$ cat src/rtl/sram_sp_be_ctrl.sv
// Single-port bit-enable SRAM initiator: write/read arbitration, in-flight read tracking,
// credit-protected response FIFO and a sticky read-return protocol check.
module sram_sp_be_ctrl #(
    parameter int unsigned KNOB_REGOUT = 0,
    parameter int unsigned SIZE        = 32,
    parameter int unsigned SIZE_COL    = 8,
    parameter int unsigned DATA_WD     = 32,
    parameter int unsigned FIFO_DEPTH  = 4,
    localparam int unsigned SIZE_WD    = $clog2(SIZE),
    localparam int unsigned MSK_WD     = DATA_WD / SIZE_COL
) (
    input  logic               clk,
    input  logic               rstn,
    input  logic               wr_req_val_i,
    output logic               wr_req_rdy_o,
    input  logic [SIZE_WD-1:0] wr_req_adr_i,
    input  logic [MSK_WD-1:0]  wr_req_msk_i,
    input  logic [DATA_WD-1:0] wr_req_dat_i,
    input  logic               rd_req_val_i,
    output logic               rd_req_rdy_o,
    input  logic [SIZE_WD-1:0] rd_req_adr_i,
    output logic               rd_rsp_val_o,
    input  logic               rd_rsp_rdy_i,
    output logic [DATA_WD-1:0] rd_rsp_dat_o,
    output logic [SIZE_WD-1:0] sram_adr_o,
    output logic [MSK_WD-1:0]  sram_wr_val_o,
    output logic [DATA_WD-1:0] sram_wr_dat_o,
    output logic               sram_rd_val_o,
    input  logic               sram_rd_val_i,
    input  logic [DATA_WD-1:0] sram_rd_dat_i,
    output logic               err_o
);

    localparam int unsigned LAT    = 1 + KNOB_REGOUT;
    localparam int unsigned PTR_WD = (FIFO_DEPTH > 1) ? $clog2(FIFO_DEPTH) : 1;
    localparam int unsigned CNT_WD = $clog2(FIFO_DEPTH + 1);
    localparam int unsigned SUM_WD = CNT_WD + 1;

    typedef enum logic {
        PRIO_WR = 1'b0,
        PRIO_RD = 1'b1
    } prio_e;

    prio_e              prio_q, prio_d;
    logic               rd_ok, rd_elig, wr_gnt, rd_gnt;
    logic [CNT_WD-1:0]  inflight_q, fifo_cnt_q;
    logic [PTR_WD-1:0]  wr_ptr_q, rd_ptr_q;
    logic [LAT-1:0]     exp_q;
    logic [DATA_WD-1:0] mem [FIFO_DEPTH];
    logic               empty, full, push, pop, drop, ret_dec;

    // Credit excludes the same-cycle pop so rd_rsp_rdy_i never reaches rd_req_rdy_o.
    assign rd_ok   = (SUM_WD'(inflight_q) + SUM_WD'(fifo_cnt_q)) < SUM_WD'(FIFO_DEPTH);
    assign rd_elig = rd_req_val_i & rd_ok;

    // Arbitration: priority only consulted and flipped when both sides are eligible.
    always_comb begin
        prio_d = prio_q;
        wr_gnt = 1'b0;
        rd_gnt = 1'b0;
        if (wr_req_val_i && rd_elig) begin
            if (prio_q == PRIO_WR) begin
                wr_gnt = 1'b1;
                prio_d = PRIO_RD;
            end else begin
                rd_gnt = 1'b1;
                prio_d = PRIO_WR;
            end
        end else begin
            wr_gnt = wr_req_val_i;
            rd_gnt = rd_elig;
        end
    end

    always_ff @(posedge clk or negedge rstn) begin
        if (!rstn) prio_q <= PRIO_WR;
        else       prio_q <= prio_d;
    end

    assign wr_req_rdy_o = wr_gnt;
    assign rd_req_rdy_o = rd_gnt;

    always_comb begin
        sram_adr_o    = '0;
        sram_wr_val_o = '0;
        sram_wr_dat_o = '0;
        sram_rd_val_o = 1'b0;
        if (wr_gnt) begin
            sram_adr_o    = wr_req_adr_i;
            sram_wr_val_o = wr_req_msk_i;
            sram_wr_dat_o = wr_req_dat_i;
        end else if (rd_gnt) begin
            sram_adr_o    = rd_req_adr_i;
            sram_rd_val_o = 1'b1;
        end
    end

    assign empty   = (fifo_cnt_q == '0);
    assign full    = (fifo_cnt_q == CNT_WD'(FIFO_DEPTH));
    assign pop     = ~empty & rd_rsp_rdy_i;
    assign push    = sram_rd_val_i & (~full | pop);
    assign drop    = sram_rd_val_i & full & ~pop;
    assign ret_dec = sram_rd_val_i & (inflight_q != '0);

    assign rd_rsp_val_o = ~empty;
    assign rd_rsp_dat_o = empty ? '0 : mem[rd_ptr_q];

    // Response storage is data-only and intentionally left unreset.
    always_ff @(posedge clk) begin
        if (push) mem[wr_ptr_q] <= sram_rd_dat_i;
    end

    always_ff @(posedge clk or negedge rstn) begin
        if (!rstn) begin
            wr_ptr_q   <= '0;
            rd_ptr_q   <= '0;
            fifo_cnt_q <= '0;
            inflight_q <= '0;
            exp_q      <= '0;
            err_o      <= 1'b0;
        end else begin
            if (push) wr_ptr_q <= wr_ptr_q + PTR_WD'(1);
            if (pop)  rd_ptr_q <= rd_ptr_q + PTR_WD'(1);
            if (push && !pop)      fifo_cnt_q <= fifo_cnt_q + CNT_WD'(1);
            else if (pop && !push) fifo_cnt_q <= fifo_cnt_q - CNT_WD'(1);
            if (rd_gnt && !ret_dec)      inflight_q <= inflight_q + CNT_WD'(1);
            else if (ret_dec && !rd_gnt) inflight_q <= inflight_q - CNT_WD'(1);
            // Grant history predicts exactly when sram_rd_val_i must fire.
            exp_q <= LAT'({exp_q, rd_gnt});
            if (drop || (sram_rd_val_i != exp_q[LAT-1])) err_o <= 1'b1;
        end
    end

endmodule

$ cat config.mk
export PLATFORM = sky130hd
export DESIGN_NAME = sram_sp_be_ctrl
export DESIGN_NICKNAME = d
export VERILOG_FILES = /design/src/rtl/sram_sp_be_ctrl.sv
export SDC_FILE = /design/constraint.sdc
export NUM_CORES = 1
export LEC_CHECK = 0
export CAP_MARGIN = 30
export CORE_UTILIZATION = 45
export CTS_CLUSTER_DIAMETER = 50
export DETAILED_ROUTE_END_ITERATION = 10
export DONT_BUFFER_PORTS = 1
export GPL_TIMING_DRIVEN = 0
export PLACE_DENSITY = 0.63
export SYNTH_ARGS = -nofsm -noshare
export SYNTH_HDL_FRONTEND = slang
export SYNTH_SLANG_ARGS = --single-unit
export TNS_END_PERCENT = 100
$ cat constraint.sdc
create_clock -name clk -period 5.1 [get_ports clk]
set_clock_uncertainty 0.1 [all_clocks]
set_input_delay 1.02 -clock clk [delete_from_list [all_inputs] [get_ports clk]]
set_output_delay 1.02 -clock clk [all_outputs]
set_load 0.03 [all_outputs]
-- Word level (Yosys, flattened, before mapping)
Memories as Yosys holds them, arrays and structs flattened.
Index checks and enable logic that the tools add are counted.
- bitwise logic cells: 10
- order comparisons: 1
- reductions and logical operators: 14
- muxes and demuxes: 17
- eq/ne operators: 2
- $add $sub $neg: 7
- operator list (operator ; number):
    32-bit 2-to-1 mux ; 2
    3-bit 2-to-1 mux ; 4
    5-bit 2-to-1 mux ; 2
    1-bit 2-to-1 mux ; 8
    3-bit by 1-bit adder with 3-bit output, second input constant ; 2
    1-bit AND ; 6
    3-bit by 1-bit subtractor with 3-bit output, second input constant ; 2
    1-bit logical AND ; 5
    2-bit by 1-bit adder with 2-bit output, second input constant ; 2
    3-bit by 3-bit adder with 4-bit output ; 1
    1-bit zero test ; 4
    4-bit by 3-bit < comparator with 1-bit output, second input constant ; 1
    4-bit 2-to-1 mux ; 1
    2-bit nonzero test ; 2
    3-bit == test, second input constant ; 1
    3-bit zero test ; 1
    1-bit inverter ; 3
    3-bit nonzero test ; 1
    1-bit logical OR ; 1
    1-bit != test ; 1
    1-bit bitwise OR ; 1
- memories: 1
- output and inout port bits: 78
- memory bits (writable): 128
- register bits after elaboration: 13
- bits of input ports: 84
- memory list (memory ; depth ; bits a word ; rd ports ; clocked after memory_dff ; wr ports ; RTL line ; text):
    mem ; 4 ; 32 ; 1 ; 0 ; 1 ; 49 ; logic [DATA_WD-1:0] mem [FIFO_DEPTH];

-- Depth between registers and ports, before layout
Gate-level depths: netlist (run 1).
- depth in word-level cells: 9
- gate-level depth with buffers: 9

-- Worst setup path after synthesis (run 1)
OpenSTA, ideal clock, no wires.
- path type: input to output
- from: input port rd_req_val_i
- to: output port sram_adr_o[0]
- stages: 3
- required time: 3.980 ns
- buffers on the path: 0
- arrival time: 2.130 ns
- setup slack: 1.850 ns
- cell sequence: nor4b_4 > o211a_1 > a22o_1
- longest elaborated chain between the ends: 5
- elaborated cells on any way between the ends: 6
- classes of those cells: 4 x mux; 1 x bitwise; 1 x reduce/logical
- RTL lines (item ; RTL line ; text):
    from (decl) ; 19 ; input logic rd_req_val_i,
    1-bit AND * ; 54 ; assign rd_elig = rd_req_val_i & rd_ok;
    1-bit logical AND ; 61 ; if (wr_req_val_i && rd_elig) begin
    1-bit 2-to-1 mux * ; 61 ;
    net rd_req_rdy_o ; 20 ; output logic rd_req_rdy_o,
    5-bit 2-to-1 mux * ; 92 ; end else if (rd_gnt) begin
    5-bit 2-to-1 mux * ; 88 ; if (wr_gnt) begin
    to (decl) ; 25 ; output logic [SIZE_WD-1:0] sram_adr_o,
The timed path passes the listed nets; every way through them passes the cells marked *.

-- Worst setup path after layout (run 1)
- from: register inflight_q[2]
- to: output port sram_adr_o[3]
- longest elaborated chain between the ends: 7
- elaborated cells on any way between the ends: 8
- classes of those cells: 1 x add/sub; 1 x order compare; 4 x mux; 1 x bitwise; 1 x reduce/logical
- RTL lines (item ; RTL line ; text):
    from (decl) ; 46 ; logic [CNT_WD-1:0] inflight_q, fifo_cnt_q;
    from (signal assigned) ; 126 ; if (rd_gnt && !ret_dec) inflight_q <= inflight_q + CNT_WD'(1);
    from (signal assigned) ; 127 ; else if (ret_dec && !rd_gnt) inflight_q <= inflight_q - CNT_WD'(1);
    3-bit by 3-bit adder with 4-bit output * ; 53 ; assign rd_ok = (SUM_WD'(inflight_q) + SUM_WD'(fifo_cnt_q)) < SUM_WD'(FIFO_DEPTH);
    4-bit by 3-bit < comparator with 1-bit output * ; 53 ;
    1-bit AND * ; 54 ;
    1-bit logical AND ; 61 ;
    1-bit 2-to-1 mux * ; 61 ;
    net rd_req_rdy_o ; 20 ;
    5-bit 2-to-1 mux * ; 92 ;
    5-bit 2-to-1 mux * ; 88 ;
Marked as above.

==> results.cfg, run 1 <==
[status]
outcome = complete, no violations

[global_route]
grt_pass1_wl_um = 16700
grtUsageMet2 = 0.300
grt_use_met3 = 0.0768
grt_max_degree = 26
use_met1 = 0.194
antenna_found_initial = 5
grt_usage = 0.181
grt.busiest_layer = met2
grt_pass1_vias = 2947
grt_overflow = 0

[clocking]
htree_levels = 4
clk_latency_ns = 0.41
cts_setup_buffers = 0
cts_tree = yes
cts_buffer_depth = 2
cts-root-buf = clkbuf_16
clkSlewWorstSetupHoldPaths_ns = 0.06
cts_sinks = 141
cts_buffers = 17
ctsResizeCount = 0
cts_hold_buffers = 0

[critical_path]
cp-end-kind = primary output
critPathMaxFanout = 8
crit_required_ns = 3.98
crit_path_top_delay_cell = o211a_1
crit_buf_inv = 0
critPathLaunchType = flip-flop
slowest_delay_ns = 0.59
cp_cell_sequence = ha_1 > nor4b_4 > o211a_1 > a22o_1
crit_family = compound AO/OA/AOI/OAI gates
path_class = reg2out
arrival_ns = 2.57

[sta]
fin_setup_tns_ns = 0
final_max_slew_viol_count = 0
setup_viol_count_final = 0
hold_viol = 0
fin_crit_sh = 0.724
fmax_mhz = 271
rsz0062_at_grt = no
timing.final.ws_setup_ns = 1.41
fin_crit_ns = 3.69
max_slew.worst_pin.slew_ns = 0.741
slew_headroom = 0.506

[worst_hold_path]
hold_class = in2async

[cells_and_area]
drive_gt1_frac = 0.246
nets = 430
syn2layout_area_growth_pct = 15.4
fillers = 1020

[floorplanning]
rows = 41
initial_utilization = 0.465
dieWidth_um = 117
core_area_um2 = 12700
io_pins = 162
die_area_um2 = 13600
die_h_um = 117

[logic_synthesis]
synth-simple-area-share = 0.0863
synth_mux_area_frac = 0.128
synth_xor_area_frac = 0.0148
synthAdderAreaFrac = 0.0237
synth_nets = 407
synth_compound_gate_area_share = 0.0188
synth_top_family_by_area = multiplexers
synth_warnings = 0
ys_seq_area_frac = 0.705
ys_seq_elements = 141
avgSynthCellArea_um2 = 18.9
syn_area_um2 = 5920
synthCells = 313
ys_types = 26

[drt]
firstDrtPassIters = 4
wl_per_cell_um = 21.9
ant_nets = 0
via_per_inst = 5.36
num_vias = 2814
drc_errors = 0
routed_wl_um = 11500
drtIter0Drc = 110

[job]
drv_cap = 0

[power_and_ir_drop]
p_leak_uw = 0.00233
power-per-cell-area_nw_per_um2 = 668
total_power_uw = 4560
vdd_ir_drop_max_mv = 0.344

[placement]
gp_congestion = 0.707
dpl.hpwl_um = 7550
io_buffers = 0
preCtsSetupSlack_ns = 1.62
[layer usage]
metal	up-vias	wire length, µm	part of all wire
met5	-	0	0
met1	1429	4430	0.39
met2	121	5910	0.51
met4	0	191	0.017
met3	16	957	0.083
li1	1248	-	-
[state kept, by name, summed over array words and instances (netlist names)]
| name | cells |
|---|---|
| mem | 128 |
| fifo_cnt_q | 3 |
| inflight_q | 3 |
| rd_ptr_q | 2 |
| wr_ptr_q | 2 |
| err_o | 1 |
| exp_q | 1 |
| prio_q | 1 |
[power breakdown]
group          leakage, µW  switching, µW  internal [µW]  total [µW]
clock network     0.000294            444            795        1240
logic             0.000714           1110            595        1700
registers          0.00132           84.9           1540        1620
total              0.00233           1640           2930        4560
[cells in the mapped netlist (all sizes together)]
cell | number | share of area
o211a | 2 | 0.0034
o31ai | 1 | 0.0013
o211ai | 1 | 0.0013
a31oi | 1 | 0.0036
ha | 8 | 0.017
mux2 | 3 | 0.0063
or3 | 1 | 0.0011
nand2 | 2 | 0.0013
nand3 | 3 | 0.0025
xor2 | 3 | 0.0044
mux4 | 32 | 0.12
nor4b | 1 | 0.0040
a22o | 5 | 0.0074
fa | 2 | 0.0068
inv | 8 | 0.0051
edfxtp | 128 | 0.65
nor2 | 2 | 0.0013
dfrtp | 13 | 0.055
o41a | 1 | 0.0019
clkbuf | 7 | 0.0049
buf | 10 | 0.014
xnor2 | 7 | 0.010
and2 | 72 | 0.076
[metrics by stage]
step	instances	hold WS, ns	utilization	cell area, µm²
final	525	0.203	0.537	6830
after global routing	525	0.174	0.537	6830
after CTS	521	0.173	0.536	6820
after detailed placement	489	0.394	0.489	6220
after global placement	485	0.393	0.482	6130
after floorplan	313	0.371	-	5920
[area by class of cell]
cell class / instances / area [µm²] / share of cell area
antenna: 4 / 10.0 / 0.00147
buffer: 17 / 110 / 0.0161
clock buffer: 22 / 464 / 0.0680
clock inverter: 10 / 139 / 0.0203
inverter: 8 / 30.0 / 0.00440
multi-input combinational: 147 / 1610 / 0.236
sequential: 141 / 4170 / 0.610
tap: 172 / 215 / 0.0315
timing repair buffer: 4 / 80.1 / 0.0117
[cells by family (layout without fill, tap and decap cells)]
| logic type | count (synthesis) | after routing |
|---|---|---|
| adders and majority gates | 10 | 10 |
| and+or+nand+nor | 81 | 81 |
| DFF | 141 | 141 |
| buffers and inverters | 25 | 61 |
| AOI/OAI and AO/OA | 11 | 11 |
| xor gates and xnor gates | 10 | 10 |
| other | 0 | 4 |
| muxes | 35 | 35 |
[cell usage in the layout (no fill, tap or decap), drive strengths merged, types with 4 or more instances in the layout]
| cell type | n |
|---|---|
| a22o | 5 |
| and2 | 72 |
| buf | 14 |
| clkbuf | 29 |
| clkinv | 5 |
| dfrtp | 13 |
| diode | 4 |
| edfxtp | 128 |
| ha | 8 |
| inv | 9 |
| mux4 | 32 |
| xnor2 | 7 |
[path summary, 6_finish.rpt]
path | start | to | slack, ns | cells past startpoint
worst min-delay path | rstn | err_o | 0.20 | 0
min in group clk | inflight_q[2] | inflight_q[2] | 0.41 | 1
worst max register to register | inflight_q[2] | inflight_q[2] | 2.01 | 9
max in group asynchronous | rstn | rd_ptr_q[0] | 4.63 | 0
worst max-delay path | inflight_q[2] | sram_adr_o[3] | 1.41 | 4
worst min register to register | inflight_q[2] | inflight_q[2] | 0.41 | 1
Power figures use the tool's default switching activity.
==> inputs of run 2 (changes only) <==
==> constraint.sdc (replaced) <==
create_clock -name clk -period 3.5 [get_ports clk]
set_clock_uncertainty 0.1 [all_clocks]
set_input_delay 0.7 -clock clk [delete_from_list [all_inputs] [get_ports clk]]
set_output_delay 0.7 -clock clk [all_outputs]
set_load 0.03 [all_outputs]
==> run 2 against run 1 <==
Flip-flop and latch count stayed put. Power is 46% higher. Final cell count rose by 0.19%. Critical path type unchanged.
==> results.cfg, run 2 (same netlist as run 1, synthesis figures left out) <==
[worst_hold_path]
hold_path_depth = 0
hold_class = in2reg
hold_start = sram_rd_dat_i[5]

[drt]
drc_errors = 0
via_per_inst = 5.36
num_vias = 2819
drtIter0Drc = 92
routed_wl_um = 11500
ant_nets = 0
wl_per_cell_um = 21.9
firstDrtPassIters = 4

[cells_and_area]
final_cell_mix = edfxtp_1 (128), and2_1 (68), mux4_2 (32)
fin_util = 0.538
final_common_cell = edfxtp_1
regMostFlops = mem
fillers = 1019
multiInputGateArea_um2 = 1610
nets = 431
top_regs = mem: 128 flops, fifo_cnt_q: 3 flops, inflight_q: 3 flops
syn2layout_area_growth_pct = 15.6
largest_reg_flops = 128
drive_gt1_frac = 0.249
seq_area_um2 = 4170
fin_area_um2 = 6840

[status]
outcome = complete, no violations

[global_route]
grt_max_degree = 26
grt_pass1_vias = 2954
grt_pass1_wl_um = 16700
grt_overflow = 0
grt_usage = 0.181
antenna_found_initial = 5

[clocking]
cts-root-buf = clkbuf_16
htree_levels = 4
cts_buffer_depth = 2
cts_tree = yes
cts_buffers = 17
clkSlewWorstSetupHoldPaths_ns = 0.06
cts_sinks = 141
clk_latency_ns = 0.41

[critical_path]
path_class = reg2out
r2r_slack_ns = 0.51
rr_startpoint = inflight_q[2]
arrival_ns = 2.48
cp-end-kind = primary output
startpoint = inflight_q[2]
crit_required_ns = 2.70
reg2reg_depth = 9
critPathLaunchType = flip-flop
critPathMaxFanout = 8

[sta]
fin_crit_ns = 3.28
rsz0062_at_grt = no
hold_viol = 0
slew_headroom = 0.505
fmax_mhz = 304
setup_viol_count_final = 0
fin_setup_tns_ns = 0
fin_crit_sh = 0.938
max_slew.worst_pin.slew_ns = 0.742
final_max_slew_viol_count = 0

[floorplanning]
die_area_um2 = 13600
die_h_um = 117
io_pins = 162
core_area_um2 = 12700
dieWidth_um = 117
rows = 41
initial_utilization = 0.465

[placement]
gp_congestion = 0.707
dpl.hpwl_um = 7550
dpl-instance-area_um2 = 6220
io_buffers = 0

[power_and_ir_drop]
p_leak_uw = 0.00233
vdd_ir_drop_max_mv = 0.500
power-per-cell-area_nw_per_um2 = 972

[job]
drv_cap = 0
==> run 2: cell count changes in the layout (fill, tap and decap cells not counted), sizes merged <==
cell,previous run,this run
dlygate4sd3,0,1
==> run 2: final timing paths <==
kind | to
setup reg to reg | inflight_q[2]
min in group asynchronous | prio_q
setup / recovery | sram_adr_o[3]
hold reg to reg | inflight_q[2]
hold / removal | mem[2][5]
max in group asynchronous | rd_ptr_q[0]
==> run 2: routing by layer <==
| metal | share of wire | up-vias | track usage |
|---|---|---|---|
| met4 | 0.014 | 0 | 0.103 |
| met1 | 0.38 | 1428 | 0.194 |
| met3 | 0.082 | 16 | 0.0763 |
| li1 | - | 1251 | - |
| met2 | 0.52 | 124 | 0.301 |
| met5 | 0 | - | 0 |
==> run 2: what timing repair did <==
item                       CTS  global route
gates resized for setup      0             1
hold buffers                 1             0
setup buffers                0             0
hold endpoints to repair    13             0
setup endpoints to repair    0             1
==> run 2: through the flow <==
step	power [µW]	setup WS, ns	hold slack (ns)	cells
4_1_cts	6770	0.0890	0.253	522
5_1_grt	7010	0.112	0.257	526
3_3_place_gp	4850	0.481	0.305	485
3_5_place_dp	4940	0.412	0.305	489
2_1_floorplan	4470	0.728	0.304	313
6_report	6650	0.215	0.281	526
==> run 2: final cells by class <==
type                       instances  area share
timing repair buffer               5      0.0132
buffer                            17      0.0161
sequential                       141       0.609
tap                              172      0.0315
multi-input combinational        147       0.236
clock inverter                    10      0.0203
antenna                            4     0.00146
clock buffer                      22      0.0679
inverter                           8     0.00439
==> run 2: critical path, stage by stage, from the launching register on <==
cell,delay (ns)
dfrtp_1,0.41
ha_1,0.34
nor4b_4,0.42
o211a_2,0.52
a22o_1,0.39
==> run 2: where the power goes <==
part | switching [µW] | leakage [µW] | internal, µW | total (µW)
clock network | 647 | 0.000294 | 1160 | 1810
logic | 1610 | 0.000711 | 869 | 2480
registers | 125 | 0.00132 | 2240 | 2360
==> inputs of run 3 (changes only) <==
--- a/config.mk
+++ b/config.mk
@@ -12,6 +12,7 @@
 export DONT_BUFFER_PORTS = 1
 export GPL_TIMING_DRIVEN = 0
 export PLACE_DENSITY = 0.63
+export SLEW_MARGIN = 20
 export SYNTH_ARGS = -nofsm -noshare
 export SYNTH_HDL_FRONTEND = slang
 export SYNTH_SLANG_ARGS = --single-unit
==> results of run 3 <==
Final layout, timing and power as in run 2 (identical DEF).
